$ cat src/rtl/shift_seq_pkg.sv
// rtl/shift_seq_pkg.sv - shared op, command-kind and state encodings for the shift command sequencer
package shift_seq_pkg;

  // alu op encoding, shared by the command port and the alu
  localparam logic [1:0] OP_SHL = 2'b00;
  localparam logic [1:0] OP_SHR = 2'b01;
  localparam logic [1:0] OP_ROL = 2'b10;
  localparam logic [1:0] OP_ROR = 2'b11;

  localparam logic KIND_LOAD = 1'b0;
  localparam logic KIND_EXEC = 1'b1;

  // largest shift the 4-bit alu shift input can take in one pass
  localparam int MAX_PASS_SH = 15;

  typedef enum logic [1:0] {
    ST_IDLE = 2'd0,
    ST_EXEC = 2'd1,
    ST_RESP = 2'd2
  } state_e;

endpackage

$ cat src/rtl/shift_cmd_seq_alu.sv
// rtl/shift_cmd_seq_alu.sv - combinational 16-bit shift/rotate alu, one pass of 0..15
//   data_i  16  operand
//   shift_i 4   shift/rotate amount
//   op_i    2   SHL/SHR/ROL/ROR
//   data_o  16  result
module shift_cmd_seq_alu
  import shift_seq_pkg::*;
(
  input  logic [15:0] data_i,
  input  logic [3:0]  shift_i,
  input  logic [1:0]  op_i,
  output logic [15:0] data_o
);

  // rotates come out of a doubled operand: the upper half after a left
  // shift is ROL, the lower half after a right shift is ROR
  logic [31:0] dbl_l;
  logic [31:0] dbl_r;

  always_comb begin
    dbl_l  = {data_i, data_i} << shift_i;
    dbl_r  = {data_i, data_i} >> shift_i;
    data_o = data_i;
    case (op_i)
      OP_SHL:  data_o = data_i << shift_i;
      OP_SHR:  data_o = data_i >> shift_i;
      OP_ROL:  data_o = dbl_l[31:16];
      OP_ROR:  data_o = dbl_r[15:0];
      default: data_o = data_i;
    endcase
  end

endmodule

$ cat src/rtl/shift_cmd_seq.sv
// rtl/shift_cmd_seq.sv - LOAD/EXEC command sequencer feeding the shift alu in passes of up to 15
//   clk, rst_n            clock, async active-low reset
//   cmd_valid/cmd_ready   command handshake (ready only in IDLE)
//   cmd_kind/rd/rs/op/amt/imm  command fields (LOAD: rf[rd]<=imm, EXEC: rf[rd]<=op(rf[rs],amt))
//   res_valid/res_ready   EXEC result handshake
//   res_data/res_rd       result and the register it was written to
module shift_cmd_seq
  import shift_seq_pkg::*;
#(
  parameter  int NREG  = 4,
  parameter  int AMT_W = 5,
  localparam int RW    = $clog2(NREG)
) (
  input  logic             clk,
  input  logic             rst_n,
  input  logic             cmd_valid,
  output logic             cmd_ready,
  input  logic             cmd_kind,
  input  logic [RW-1:0]    cmd_rd,
  input  logic [RW-1:0]    cmd_rs,
  input  logic [1:0]       cmd_op,
  input  logic [AMT_W-1:0] cmd_amt,
  input  logic [15:0]      cmd_imm,
  output logic             res_valid,
  input  logic             res_ready,
  output logic [15:0]      res_data,
  output logic [RW-1:0]    res_rd
);

  state_e           state_q, state_d;
  logic [15:0]      rf_q [NREG];
  logic [15:0]      work_q, work_d;
  logic [AMT_W-1:0] rem_q, rem_d;
  logic [1:0]       op_q, op_d;
  logic [RW-1:0]    rd_q, rd_d;
  logic [15:0]      res_data_q, res_data_d;
  logic [RW-1:0]    res_rd_q, res_rd_d;

  logic             rf_we;
  logic [RW-1:0]    rf_waddr;
  logic [15:0]      rf_wdata;

  logic [3:0]       sh;
  logic [AMT_W-1:0] rem_left;
  logic [15:0]      alu_o;

  // clamp the remaining amount to what one alu pass can do
  assign sh       = (rem_q > AMT_W'(MAX_PASS_SH)) ? 4'(MAX_PASS_SH) : rem_q[3:0];
  assign rem_left = rem_q - AMT_W'(sh);

  shift_cmd_seq_alu u_alu (
    .data_i  (work_q),
    .shift_i (sh),
    .op_i    (op_q),
    .data_o  (alu_o)
  );

  always_comb begin
    state_d    = state_q;
    work_d     = work_q;
    rem_d      = rem_q;
    op_d       = op_q;
    rd_d       = rd_q;
    res_data_d = res_data_q;
    res_rd_d   = res_rd_q;
    rf_we      = 1'b0;
    rf_waddr   = cmd_rd;
    rf_wdata   = cmd_imm;
    case (state_q)
      ST_IDLE: begin
        if (cmd_valid) begin
          if (cmd_kind == KIND_LOAD) begin
            rf_we = 1'b1;
          end else begin
            // source captured now, so rs == rd sees the pre-command value
            work_d  = rf_q[cmd_rs];
            rem_d   = cmd_amt;
            op_d    = cmd_op;
            rd_d    = cmd_rd;
            state_d = ST_EXEC;
          end
        end
      end
      ST_EXEC: begin
        work_d = alu_o;
        rem_d  = rem_left;
        if (rem_left == '0) begin
          rf_we      = 1'b1;
          rf_waddr   = rd_q;
          rf_wdata   = alu_o;
          res_data_d = alu_o;
          res_rd_d   = rd_q;
          state_d    = ST_RESP;
        end
      end
      ST_RESP: begin
        if (res_ready) state_d = ST_IDLE;
      end
      default: state_d = ST_IDLE;
    endcase
  end

  always_ff @(posedge clk or negedge rst_n) begin
    if (!rst_n) begin
      state_q    <= ST_IDLE;
      work_q     <= '0;
      rem_q      <= '0;
      op_q       <= '0;
      rd_q       <= '0;
      res_data_q <= '0;
      res_rd_q   <= '0;
      for (int k = 0; k < NREG; k++) rf_q[k] <= '0;
    end else begin
      state_q    <= state_d;
      work_q     <= work_d;
      rem_q      <= rem_d;
      op_q       <= op_d;
      rd_q       <= rd_d;
      res_data_q <= res_data_d;
      res_rd_q   <= res_rd_d;
      if (rf_we) rf_q[rf_waddr] <= rf_wdata;
    end
  end

  assign cmd_ready = (state_q == ST_IDLE);
  assign res_valid = (state_q == ST_RESP);
  assign res_data  = res_data_q;
  assign res_rd    = res_rd_q;

endmodule

$ cat config.mk
export PLATFORM = sky130hd
export DESIGN_NAME = shift_cmd_seq
export DESIGN_NICKNAME = d
export VERILOG_FILES = /design/src/rtl/shift_seq_pkg.sv /design/src/rtl/shift_cmd_seq_alu.sv /design/src/rtl/shift_cmd_seq.sv
export SDC_FILE = /design/constraint.sdc
export NUM_CORES = 1
export LEC_CHECK = 0
export ABC_AREA = 1
export CORE_UTILIZATION = 43
export CTS_BUF_LIST = sky130_fd_sc_hd__clkbuf_4
export DETAILED_ROUTE_END_ITERATION = 10
export GPL_ROUTABILITY_DRIVEN = 0
export SETUP_SLACK_MARGIN = 0.5
export SKIP_CTS_REPAIR_TIMING = 1
export SYNTH_ARGS = -nofsm -noshare
export SYNTH_HDL_FRONTEND = slang
export SYNTH_SLANG_ARGS = --single-unit
$ cat constraint.sdc
create_clock -name clk -period 2.6 [get_ports clk]
set_input_delay 0.52 -clock clk [delete_from_list [all_inputs] [get_ports clk]]
set_output_delay 0.52 -clock clk [all_outputs]
set_load 0.01 [all_outputs]
# After elaboration in Yosys (flattened, before gate mapping)
# Cells that the tools add are included.
# op_classes
add_sub_neg	1
n_lt_le_gt_ge	4
eq_ne	9
n_shift	4
mux	27
bitwise_logic	2
reduce_logical	9
# op_table
operator	count
16-bit two-way mux	7
64-bit bitwise mux	1
16-bit case mux with 4 select lines	1
16-bit binary-select mux with 2-bit select	1
16-bit demux with 2-bit select	1
16-bit case mux with 2 select lines	1
32-bit by 4-bit left shift with 32-bit output	1
32-bit by 4-bit >> shifter with 16-bit output	1
16-bit by 4-bit left shift with 16-bit output	1
16-bit by 4-bit >> shifter with 16-bit output	1
2-bit two-way mux	6
5-bit two-way mux	2
5-bit case mux with 2 select lines	1
2-bit == test, second input constant	3
3-bit >= comparator, second input constant	2
2-bit inverter with 3-bit output	2
2-bit case mux with 3 select lines	1
3-bit AND reduction	2
5-bit by 4-bit greater-than comparator with 1-bit output, second input constant	1
5-bit zero test	1
5-bit by 4-bit subtractor with 5-bit output	1
2-bit by 1-bit == test with 1-bit output, second input constant	2
2-bit zero test	2
4-bit two-way mux	1
9 further kinds	13
# totals
register_bits	109
in_bits	32
output_inout_bits	20
elab_cells	67

# Depth between registers and ports, before layout
# depth
depth_word	12
ltp_mapped	16
mapped_depth_nobuf	15

# Hierarchy
# A second synthesis with hierarchy kept.
# hier_totals
cells_unflattened	1088
area_unflattened_um2	7269.5
# modules_own_cells
module	instances	cells_per_inst	area_each_um2	seq_area_each_um2
shift_cmd_seq	1	654	5267.6	2727.6
shift_cmd_seq_alu	1	434	2001.9	0.0

# Least setup slack after synthesis
# No wires, ideal clock.
# synth_path
kind	register to register
start	register rem_q[4]
end	register rf_q[42] (netlist bit)
setup_ps	117
t_arrival_ps	2126
required_time_ps	2483
slack_ps	357
path_stages_with_launch	17
n_path_buf	3
period_less_slack_ps	2243
cell_sequence	dfrtp_1 buf_6 nand2_2 ha_1 xor2_1 inv_2 nand2_1 nor2_2 nand3_2 buf_2 o21ai_4 nand2_4 nor2_8 inv_2 buf_4 nand2_1 nand2_1
# synth_via
elab_chain_len	12
word_cells_on_any_way	22
classes_between	add/sub (1); order compare (3); shift (4); mux (11); bitwise (1); reduce/logical (2)
# synth_lines
item	line_no	rtl
start, declared	shift_cmd_seq.sv:33	logic [AMT_W-1:0] rem_q, rem_d;
start signal, assigned	shift_cmd_seq.sv:116	rem_q <= rem_d;
5-bit by 4-bit greater-than comparator with 1-bit output	shift_cmd_seq.sv:48	assign sh = (rem_q > AMT_W'(MAX_PASS_SH)) ? 4'(MAX_PASS_SH) : rem_q[3:0];
4-bit two-way mux	shift_cmd_seq.sv:48	
5-bit by 4-bit subtractor with 5-bit output	shift_cmd_seq.sv:49	assign rem_left = rem_q - AMT_W'(sh);
5-bit zero test	shift_cmd_seq.sv:87	if (rem_left == '0) begin
2-bit two-way mux	shift_cmd_seq.sv:87	
2-bit two-way mux	shift_cmd_seq.sv:69	case (state_q)
2-bit inverter with 3-bit output (implied by the code)	shift_cmd_seq.sv:121	if (rf_we) rf_q[rf_waddr] <= rf_wdata;
3-bit >= comparator (implied by the code) or 3-bit by 1-bit < comparator with 1-bit output (tied branches)	shift_cmd_seq.sv:121	
1-bit logical AND (implied by the code)	shift_cmd_seq.sv:121	
16-bit two-way mux (implied by the code)	shift_cmd_seq.sv:121	
16-bit demux with 2-bit select	shift_cmd_seq.sv:121	
64-bit bitwise mux	shift_cmd_seq.sv:121	
end signal, assigned by index	shift_cmd_seq.sv:121	
end, declared	shift_cmd_seq.sv:31	logic [15:0] rf_q [NREG];
# Several ways; a longest one is shown, not always the timed one.
# A chain may end at the register's enable or synchronous reset.

# Final worst setup path
# layout_path
start	register rem_q[4]
end	register rf_q[21] (netlist bit)
# The elaborated chain is that of the path after synthesis.

==> flow_summary.yaml <==
yosys:
  synthCells: 1057
  yosys_warnings: 0
  synth_cell_types: 36
  synthXorXnorAreaFrac_pct: 0.524
  synth_top_area_share_pct: 39.4
  ys_seq_area_share_pct: 39.4
  yosys.area_share.adder_pct: 0.361
  syn_area_per_cell_um2: 6.55
  synth_top_family_by_area: "simple AND/OR/NAND/NOR gates"
  yosys.area_share.simple_pct: 45.1
  syn-cell-area_um2: 6920
  ys_ff_latch: 109
  synth_nets: 1091
  synth_compound_area_share_pct: 8.35
  synth.area.top_cells: "dfrtp_1 (39%), nand2_1 (26%), nand3_1 (13%)"
  synthMuxAreaShare_pct: 0.325
  yosysTopAreaCell: "dfrtp_1"
timing:
  fmax_ghz: 0.434
  period_share_pct: 88.7
  finalCriticalPeriod_ns: 2.31
  fin_tns_setup_ns: 0
  hold_slack_ns: -0.0287
  maxSlewViolCount: 0
  finalSetupViolCount: 0
  clock_skew_ns: 0.0251
  worstMarginPinSlew_ns: 0.828
  hold_viol: 30
  rsz0062_at_grt: "true"
  slew_headroom_pct: 44.6
drt:
  met2WireLength_mm: 11.2
  route.met3.wl_mm: 1.11
  ant_nets: 0
  drt_iter0_markers: 733
  vias_per_cell: 5.50
  dr.pass1.iters: 5
  avgRoutedWirePerCell_um: 17.7
  drc: 0
  vias: 7438
  routed.top_layer: "met4"
  wl_met1_mm: 10.7
  finalWirelength_mm: 23.9
placed_design:
  dpl.hpwl_mm: 16.3
  io_buffers: 51
clock_tree:
  h-tree-depth: 3
  clk_latency_ns: 0.50
  root_buffer: "clkbuf_4"
  numCtsBuffers: 9
  cts_buffer_depth: 2
  clock-sinks: 109
  cts_tree: "built"
  path_clk_slew_ns: 0.18
critical_path:
  path_delay_family: "simple AND/OR/NAND/NOR gates"
  crit_path_start_kind: "register"
  critPathArrivalTime_ns: 2.75
  crit_type: "reg2reg"
  crit_path_start: "rem_q[4]$_DFFE_PN0P_"
  cp.depth: 13
  slowest_stage: "dfrtp_2"
  cp_slowest_stage_delay_ns: 0.45
  crit_fanout: 8
  r2r_slack_ns: 0.29
  critical_path_required_ns: 3.04
  r2r_end: "rf_q[21]$_DFFE_PN0P_"
  end_kind: "register"
  cp_cell_sequence: "buf_6 -> nand2_4 -> ha_4 -> nand4_1 -> o21ai_1 -> nor2_4 -> nand4_1 -> nand2_4 -> inv_4 -> nor2_4 -> clkbuf_16 -> nand2_1 -> nand2_1"
  crit_buf_inv: 3
  crit_end: "rf_q[21]$_DFFE_PN0P_"
  timing.rr.start: "rem_q[4]$_DFFE_PN0P_"
  reg2reg_depth: 13
global_route:
  grt_pass1_wl_mm: 35.9
  grt-ovfl-total: 0
  grt_pass1_vias: 6864
  grt_max_degree: 38
  antenna_found_initial: 1
  grt_usage_pct: 28.2
cells_and_area:
  nets: 1165
  final-seq-area_um2: 2730
  fin_util_pct: 57.6
  drive_gt1_share_pct: 24.5
  filler_cell_count: 1540
  final_cell_mix: "nand2_1 (400), nand3_1 (107), dfrtp_1 (106), nand3_2 (66), nand2_2 (64)"
  multi_input_comb_area_um2: 4580
  final_common_cell: "nand2_1"
  areaGrowthSynthToFinish_pct: 31.7
floorplan:
  io_pins: 52
  dieArea_um2: 16600
  rows: 46
  fp.dieH_um: 129
  initial_core_util_pct: 43.7
  die_x_um: 129
  coreArea_um2: 15800
status:
  status: "finished with violations"
  violations: "hold timing"
power:
  cellPowerDensity_nw_per_um2: 1520
  cellLeakagePower_nw: 4.66
  max-vdd-ir-drop_mv: 0.997
min_path:
  hold_class: "in2async"
flow_run:
  maxCapViolCount: 0
-- where the power goes --
| part | switching [W] | internal, W | total (W) |
|---|---|---|---|
| clock | 0.000579 | 0.000310 | 0.000889 |
| combinational | 0.00646 | 0.00361 | 0.0101 |
| sequential | 0.000469 | 0.00247 | 0.00294 |
-- state kept, by name (all words and copies together), names as in the netlist --
name	cells
op_q	2
work_q	16
rf_q	64
state_q	2
rem_q	5
res_data	16
res_rd	2
rd_q	2
-- logic make-up (layout without fill, tap and decap cells) --
family | Yosys count | after routing
compound gates | 101 | 101
fa+ha+maj | 2 | 2
mux | 2 | 2
xor+xnor | 2 | 2
flops | 109 | 109
buf+inv | 99 | 177
simple gates | 742 | 743
other cells | 0 | 1
-- how the worst min path moves through the flow --
stage	endpoint	cells past startpoint
floorplan	op_q[0]$_DFFE_PN0P_	0
global placement	rf_q[37]$_DFFE_PN0P_	2
detailed placement	rf_q[23]$_DFFE_PN0P_	2
CTS	res_rd[0]$_DFFE_PN0P_	1
global route	res_rd[0]$_DFFE_PN0P_	1
finish	rf_q[10]$_DFFE_PN0P_	1
-- per-stage QoR --
stage	instance area (um^2)	hold slack, ns	instances	power [W]	setup WS, ns
after floorplan	6990	0.224	1057	0.00831	0.434
after global placement	7880	0.450	1309	0.0108	0.160
after detailed placement	7880	0.455	1309	0.0109	0.0965
after CTS	8010	-0.0380	1325	0.0117	0.0372
after global routing	9110	0.00304	1353	0.0149	0.161
final	9110	-0.0287	1353	0.0139	0.294
-- cell usage after synthesis --
master	n
nand2_4	1
o21ai_0	49
mux2_2	2
clkbuf_1	33
clkinv_1	2
buf_1	1
o21ai_4	1
buf_2	13
ha_1	2
a21oi_1	23
a31oi_1	3
a221o_1	6
inv_2	6
nand3_1	175
nor2_8	2
buf_4	3
xor2_4	1
nor3_1	1
nand4_1	3
nand3_2	2
nand2_1	484
buf_6	2
nand2_2	4
nor2_2	6
o22ai_1	12
o31ai_1	1
nor2_4	2
nand3_4	1
o21ai_1	3
nor2_1	61
o32ai_1	1
a221oi_1	1
o211ai_1	1
xor2_1	1
dfrtp_1	109
inv_1	39
-- final cells by class --
class	instances	area share, %
antenna	1	0.0275
clock buffer	11	0.906
clock inverter	5	0.563
inverter	47	2.20
multi-input combinational	850	50.2
sequential	109	30.0
tap	216	2.96
timing repair buffer	113	13.1
timing repair inverter	1	0.0824
-- per-layer routing --
metal	global-route usage, %	vias up
met4	13.3	0
met1	38.2	3548
met3	3.83	67
met2	44.7	240
met5	0	-
li1	-	3583
-- worst register-to-register path, delay by kind of cell (launching register included) --
family / cells / cell delay (ns)
buffers and inverters: 3 / 0.44
flip-flops: 1 / 0.45
AND/OR/NAND/NOR: 8 / 1.05
AO/OA/AOI/OAI: 1 / 0.14
adder cells (fa/ha/maj): 1 / 0.17
Note: power is estimated with default switching activity, not from simulation.
